`src/rtl/spmv_csr_engine.sv`:
```
// CSR sparse matrix x dense vector engine: streams one signed dot product per row.
// Define SPMV_SAT_EN to make accumulation saturate instead of wrapping.
module spmv_csr_engine #(
  parameter int DATA_W = 16,
  parameter int ACC_W  = 40,
  parameter int ROW_W  = 8,
  parameter int PTR_W  = 10,
  parameter int COL_W  = 8
) (
  input  logic              i_clk,
  input  logic              i_rstn,
  input  logic              i_start,
  input  logic [ROW_W-1:0]  i_n_rows,
  output logic [ROW_W-1:0]  o_ptr_addr,
  input  logic [PTR_W-1:0]  i_ptr_data,
  output logic [PTR_W-1:0]  o_nz_addr,
  input  logic [COL_W-1:0]  i_col_idx,
  input  logic [DATA_W-1:0] i_val,
  output logic [COL_W-1:0]  o_x_addr,
  input  logic [DATA_W-1:0] i_x_data,
  output logic              o_y_valid,
  output logic [ROW_W-1:0]  o_y_row,
  output logic [ACC_W-1:0]  o_y_data,
  output logic              o_y_sat,
  output logic              o_busy,
  output logic              o_done,
  output logic              o_err,
  output logic [2:0]        o_dbg_state
);

  // Output handshake: o_y_valid is a one-cycle strobe with no back-pressure;
  // o_y_row/o_y_data are valid while it is high and hold until the next strobe.
  typedef enum logic [2:0] {
    S_IDLE  = 3'd0,
    S_LOADP = 3'd1,
    S_LOADE = 3'd2,
    S_FETCH = 3'd3,
    S_MAC   = 3'd4,
    S_WRITE = 3'd5,
    S_DONE  = 3'd6
  } state_t;

  state_t            state_q, state_d;
  logic [ROW_W-1:0]  n_q, n_d;
  logic [ROW_W-1:0]  r_q, r_d;
  logic [PTR_W-1:0]  k_q, k_d;
  logic [PTR_W-1:0]  end_q, end_d;
  logic [ACC_W-1:0]  acc_q, acc_d;
  logic [DATA_W-1:0] val_q, val_d;
  logic [ROW_W-1:0]  ptr_addr_q, ptr_addr_d;
  logic [PTR_W-1:0]  nz_addr_q, nz_addr_d;
  logic [COL_W-1:0]  x_addr_q, x_addr_d;
  logic [ROW_W-1:0]  y_row_q, y_row_d;
  logic [ACC_W-1:0]  y_data_q, y_data_d;
  logic              err_q, err_d;

  logic signed [2*DATA_W-1:0] prod;
  logic [ACC_W-1:0]           prod_ext;
  logic [ACC_W-1:0]           mac_res;
  logic [PTR_W-1:0]           k_inc;
  logic [ROW_W-1:0]           r_inc;

  assign prod     = $signed(val_q) * $signed(i_x_data);
  assign prod_ext = ACC_W'(prod);
  assign k_inc    = k_q + PTR_W'(1);
  assign r_inc    = r_q + ROW_W'(1);

`ifdef SPMV_SAT_EN
  localparam logic [ACC_W-1:0] ACC_MAX = {1'b0, {(ACC_W-1){1'b1}}};
  localparam logic [ACC_W-1:0] ACC_MIN = {1'b1, {(ACC_W-1){1'b0}}};
  logic [ACC_W:0] sum_wide;
  logic           mac_clip;
  logic           rowsat_q, rowsat_d;

  // One extra bit exposes signed overflow as a mismatch of the top two bits.
  assign sum_wide = {acc_q[ACC_W-1], acc_q} + {prod_ext[ACC_W-1], prod_ext};
  assign mac_clip = sum_wide[ACC_W] ^ sum_wide[ACC_W-1];
  assign mac_res  = mac_clip ? (sum_wide[ACC_W] ? ACC_MIN : ACC_MAX) : sum_wide[ACC_W-1:0];
  assign o_y_sat  = (state_q == S_WRITE) && rowsat_q;
`else
  assign mac_res  = acc_q + prod_ext;
  assign o_y_sat  = 1'b0;
`endif

  always_comb begin
    state_d    = state_q;
    n_d        = n_q;
    r_d        = r_q;
    k_d        = k_q;
    end_d      = end_q;
    acc_d      = acc_q;
    val_d      = val_q;
    ptr_addr_d = ptr_addr_q;
    nz_addr_d  = nz_addr_q;
    x_addr_d   = x_addr_q;
    y_row_d    = y_row_q;
    y_data_d   = y_data_q;
    err_d      = err_q;
`ifdef SPMV_SAT_EN
    rowsat_d   = rowsat_q;
`endif
    case (state_q)
      S_IDLE: begin
        if (i_start) begin
          n_d   = i_n_rows;
          err_d = 1'b0;
          r_d   = '0;
          if (i_n_rows == '0) begin
            state_d = S_DONE;
          end else begin
            ptr_addr_d = '0;
            state_d    = S_LOADP;
          end
        end
      end
      S_LOADP: begin
        k_d        = i_ptr_data;
        ptr_addr_d = r_inc;
        state_d    = S_LOADE;
      end
      S_LOADE: begin
        end_d = i_ptr_data;
        if (i_ptr_data < k_q) begin
          err_d   = 1'b1;
          state_d = S_DONE;
        end else if (i_ptr_data == k_q) begin
          y_row_d  = r_q;
          y_data_d = acc_q;
          state_d  = S_WRITE;
        end else begin
          nz_addr_d = k_q;
          state_d   = S_FETCH;
        end
      end
      S_FETCH: begin
        val_d    = i_val;
        x_addr_d = i_col_idx;
        state_d  = S_MAC;
      end
      S_MAC: begin
        acc_d = mac_res;
        k_d   = k_inc;
`ifdef SPMV_SAT_EN
        rowsat_d = rowsat_q | mac_clip;
`endif
        if (k_inc == end_q) begin
          y_row_d  = r_q;
          y_data_d = mac_res;
          state_d  = S_WRITE;
        end else begin
          nz_addr_d = k_inc;
          state_d   = S_FETCH;
        end
      end
      S_WRITE: begin
        acc_d = '0;
`ifdef SPMV_SAT_EN
        rowsat_d = 1'b0;
`endif
        if (r_inc == n_q) begin
          state_d = S_DONE;
        end else begin
          // k already equals this row's end, so only ptr[r+2] is needed next.
          r_d        = r_inc;
          ptr_addr_d = r_q + ROW_W'(2);
          state_d    = S_LOADE;
        end
      end
      S_DONE:  state_d = S_IDLE;
      default: state_d = S_IDLE;
    endcase
  end

  always_ff @(posedge i_clk or negedge i_rstn) begin
    if (!i_rstn) begin
      state_q    <= S_IDLE;
      n_q        <= '0;
      r_q        <= '0;
      k_q        <= '0;
      end_q      <= '0;
      acc_q      <= '0;
      val_q      <= '0;
      ptr_addr_q <= '0;
      nz_addr_q  <= '0;
      x_addr_q   <= '0;
      y_row_q    <= '0;
      y_data_q   <= '0;
      err_q      <= 1'b0;
`ifdef SPMV_SAT_EN
      rowsat_q   <= 1'b0;
`endif
    end else begin
      state_q    <= state_d;
      n_q        <= n_d;
      r_q        <= r_d;
      k_q        <= k_d;
      end_q      <= end_d;
      acc_q      <= acc_d;
      val_q      <= val_d;
      ptr_addr_q <= ptr_addr_d;
      nz_addr_q  <= nz_addr_d;
      x_addr_q   <= x_addr_d;
      y_row_q    <= y_row_d;
      y_data_q   <= y_data_d;
      err_q      <= err_d;
`ifdef SPMV_SAT_EN
      rowsat_q   <= rowsat_d;
`endif
    end
  end

  assign o_ptr_addr  = ptr_addr_q;
  assign o_nz_addr   = nz_addr_q;
  assign o_x_addr    = x_addr_q;
  assign o_y_valid   = (state_q == S_WRITE);
  assign o_y_row     = y_row_q;
  assign o_y_data    = y_data_q;
  assign o_busy      = (state_q != S_IDLE);
  assign o_done      = (state_q == S_DONE);
  assign o_err       = err_q;
  assign o_dbg_state = state_q;

endmodule

```
`config.mk`:
```
export PLATFORM = sky130hd
export DESIGN_NAME = spmv_csr_engine
export DESIGN_NICKNAME = d
export VERILOG_FILES = /design/src/rtl/spmv_csr_engine.sv
export SDC_FILE = /design/constraint.sdc
export NUM_CORES = 1
export LEC_CHECK = 0
export BUFFER_PORTS_ARGS = -buffer_cell sky130_fd_sc_hd__buf_2
export CORE_MARGIN = 5
export CORE_UTILIZATION = 35
export DETAILED_ROUTE_END_ITERATION = 7
export GPL_ROUTABILITY_DRIVEN = 0
export GPL_TIMING_DRIVEN = 0
export PLACE_DENSITY_LB_ADDON = 0.15
export SLEW_MARGIN = 20
export SYNTH_ARGS = -nofsm -noshare
export SYNTH_HDL_FRONTEND = slang
export SYNTH_SLANG_ARGS = --single-unit
```
`constraint.sdc`:
```
create_clock -name i_clk -period 10.1 [get_ports i_clk]
set_clock_uncertainty 0.15 [all_clocks]
set_input_delay 1.01 -clock i_clk [delete_from_list [all_inputs] [get_ports i_clk]]
set_output_delay 1.01 -clock i_clk [all_outputs]
set_load 0.1 [all_outputs]
```
==> metrics.md <==
| Metric | Value |
|---|---|
| Total GRT Usage | 18.70% |
| Total Nets Final | 2795 |
| Mapped Area | 0.01974 mm^2 |
| Aggregate global routing overflow | 0 |
| Filler cell count in the final layout | 5814 |
| Global-route wire length before repair | 89670 um |
| Highest net fanout along the worst path | 10 |
| Sinks on the clock net | 170 |
| Most common cell after layout, fill and taps aside | inv_1 |
| Cell at the root of the clock tree | clkbuf_16 |
| Clock tree from TritonCTS | done |
| Number of optimization iterations in the first detailed-route pass | 8 |
| Critical Path Slowest Stage Cell | fa_1 |
| Yosys warns | 0 |
| DP Wirelength | 46140 um |
| Main area contributors after synthesis | fa_1, dfrtp_1, ha_1 |
| Top delay family on crit path | adder cells |
| Category of the worst setup path capture point | flop |
| Final number of max-transition violations | 0 |
| Post-synthesis net count | 2638 |
| Synth unique cells | 80 |
| Area taken by flip-flops and latches | 0.004257 mm^2 |
| Routed len/inst | 18.11 um |
| Maximum capacitance violations | 0 |
| Async set-reset flop share out of synthesis | 100.0% |
| DR vias | 15500 |
| Instance count of the mapped netlist | 2178 |
| Total wire length | 56220 um |
| Final ANT Viol Nets | 0 |
| Average via count per standard cell | 4.991 |
| Mapped Avg Cell Area | 9.065 um^2 |
| Max-slew headroom | 34.68% |
| Maximum cell stage delay along the critical path | 0.55 ns |
| Shortest period the worst path allows | 9.746 ns |
| Biggest area consumer among synthesized cells | fa_1 |
| Tcrit/Tclk final | 96.49% |
| Vias in the first global route | 16020 |
| Number of buffers and inverters on the critical path | 7 |
| Worst-margin pin slew | 0.9798 ns |
| Layout-stage area growth over the synthesis result | 12.03% |
| RSZ-0062 raised after global routing | no |
| Antenna violations before repair | 1 |
| Outcome | finished, final reports clean |
| Total of endpoints with negative setup slack in the final report | 0 |
| Most used cells in the layout excluding fill and tap cells | inv_1, nand2_1, fa_1, dfrtp_1, buf_2 |
| Number of enable-type register cells in the synthesized netlist | 0 |
| Remaining routing DRC violations | 0 |
| Crit path top cell by count | fa_1 |
| Insertion delay to the later sink of the worst-skew pair | 0.46 ns |
| Fraction of synthesized cell area taken by the top area cell type | 26.67% |
| Rows | 87 |
| CP Data Arrival Time | 9.93 ns |
| Vertical extent of the die | 247.5 um |
| Top flip-flop cell by instance count after synthesis | dfrtp_1 |
| Max Buffers Root-to-Sink | 2 |
| Placeable core region | 0.05617 mm^2 |
| CTS H-tree depth | 4 |
| Area taken by multi-input logic gates | 0.01392 mm^2 |
| Floorplan die width | 247.5 um |
| Share of final-layout standard cells stronger than drive strength 1 | 11.46% |
| Starting Density | 35.15% |
| Total of flip-flops plus latches after synthesis | 170 |
| Number of placed I/O pins | 143 |
| Category of the most critical setup path | input port to flop |
| Pin count of the biggest net entering global routing | 94 |
| Area enclosed by the die boundary | 0.06126 mm^2 |
| Flop-to-flop setup slack | 0.39 ns |
| Post-layout utilization of the core | 39.38% |
| Req. time, crit path | 10.29 ns |
| DRT iter0 DRCs | 865 |
| Number of buffer cells added on primary ports | 141 |
| Post-synthesis sequential area ratio | 21.55% |
| Post-CTS clock slew at the launch and capture registers of the worst setup and hold paths | 0.07 ns |
| Total count of hold-check failures in the final report | 0 |
| Type of the most critical hold path | flop to flop |
| Number of buffers inserted during clock tree synthesis | 17 |
| Startpoint kind of the worst setup timing path | input port |
| Highest clock frequency the design can meet | 0.1026 GHz |
[timing repair]
action                                  4_1_cts  5_1_grt
gates resized for setup                       6       29
hold buffers                                  0        0
endpoints found under the setup margin        4        4
buffers inserted                              0        0
endpoints found under the hold margin         0        0
pin swaps                                     0        0
[registers in the layout, indices dropped and copies added (netlist names), 8 cells and up]
signal	cells
end_q	10
o_y_data	40
acc_q	40
o_ptr_addr	8
val_q	16
o_y_row	8
r_q	8
n_q	8
o_x_addr	8
k_q	10
o_nz_addr	10
[cell usage after synthesis (3+ instances only)]
library cell	n
buf_2	12
mux2i_1	13
dfrtp_1	170
inv_1	335
xnor2_1	65
o21ai_1	31
a22o_1	6
fa_1	263
nand3_1	21
nand2b_1	19
a211oi_1	11
or3_1	5
nor4_1	4
and2_1	133
a21oi_1	111
o21ai_0	52
o22ai_1	14
buf_1	4
nand2_1	319
o21bai_1	7
a31oi_1	11
clkbuf_1	67
inv_2	3
o22a_1	3
ha_1	136
o21a_1	20
a21o_1	42
nor2b_1	11
o31ai_1	14
and3_1	11
mux2_2	33
o211ai_1	7
nor2_1	98
o2111ai_1	3
or2_2	3
nor3_1	23
xor2_1	34
nand4_1	9
[final timing paths]
check,startpoint,to,depth (start not counted)
setup reg to reg,val_q[8]$_DFFE_PN0P_,o_y_data[39]$_DFFE_PN0P_,30
setup / recovery,i_x_data[7],o_y_data[39]$_DFFE_PN0P_,33
hold / removal,o_y_data[30]$_DFFE_PN0P_,o_y_data[30]$_DFFE_PN0P_,1
hold reg to reg,o_y_data[30]$_DFFE_PN0P_,o_y_data[30]$_DFFE_PN0P_,1
min in group asynchronous,i_rstn,end_q[7]$_DFFE_PN0P_,2
max in group asynchronous,i_rstn,o_y_data[11]$_DFFE_PN0P_,3
[per-stage QoR]
stage	TNS, ns	setup WS (ns)	cells	hold slack (ns)	cell area (um^2)
floorplan	0	0.9002	2178	0.3152	19740
global placement	-2.938	-0.8580	3075	0.3088	21400
detailed placement	-4.102	-0.9932	3077	0.3080	21460
CTS	0	0.006937	3109	0.3325	22090
global route	0	0.003639	3104	0.3518	22120
finish	0	0.3543	3105	0.3273	22120
[per-layer routing]
layer | wire length, um | track usage (%)
met5 | 0 | 0
met4 | 804 | 3.411
met3 | 3223 | 3.209
met2 | 26970 | 30.99
met1 | 25220 | 26.14
[kinds of logic (layout without fill, tap and decap cells)]
family	after synthesis	after routing	synth area share (%)
fa+ha+maj	399	399	35.29
mux	47	47	2.598
flops	170	170	21.55
buf+inv	422	592	8.118
simple gates	669	669	15.81
other cells	1	2	0.01899
compound gates	370	370	12.12
xor+xnor	100	100	4.506
[layout make-up]
class,instances,share of cell area [%]
Sequential cell,170,19.24
Tap cell,756,4.277
Inverter,338,5.736
Timing Repair Buffer,143,3.485
Clock buffer,17,1.923
Buffer,79,1.527
Antenna cell,1,0.01131
Multi-Input combinational cell,1586,62.91
Clock inverter,15,0.8825
Power is not shown: default switching activity piles up to over one toggle a cycle in this logic, so the estimate is an artifact.
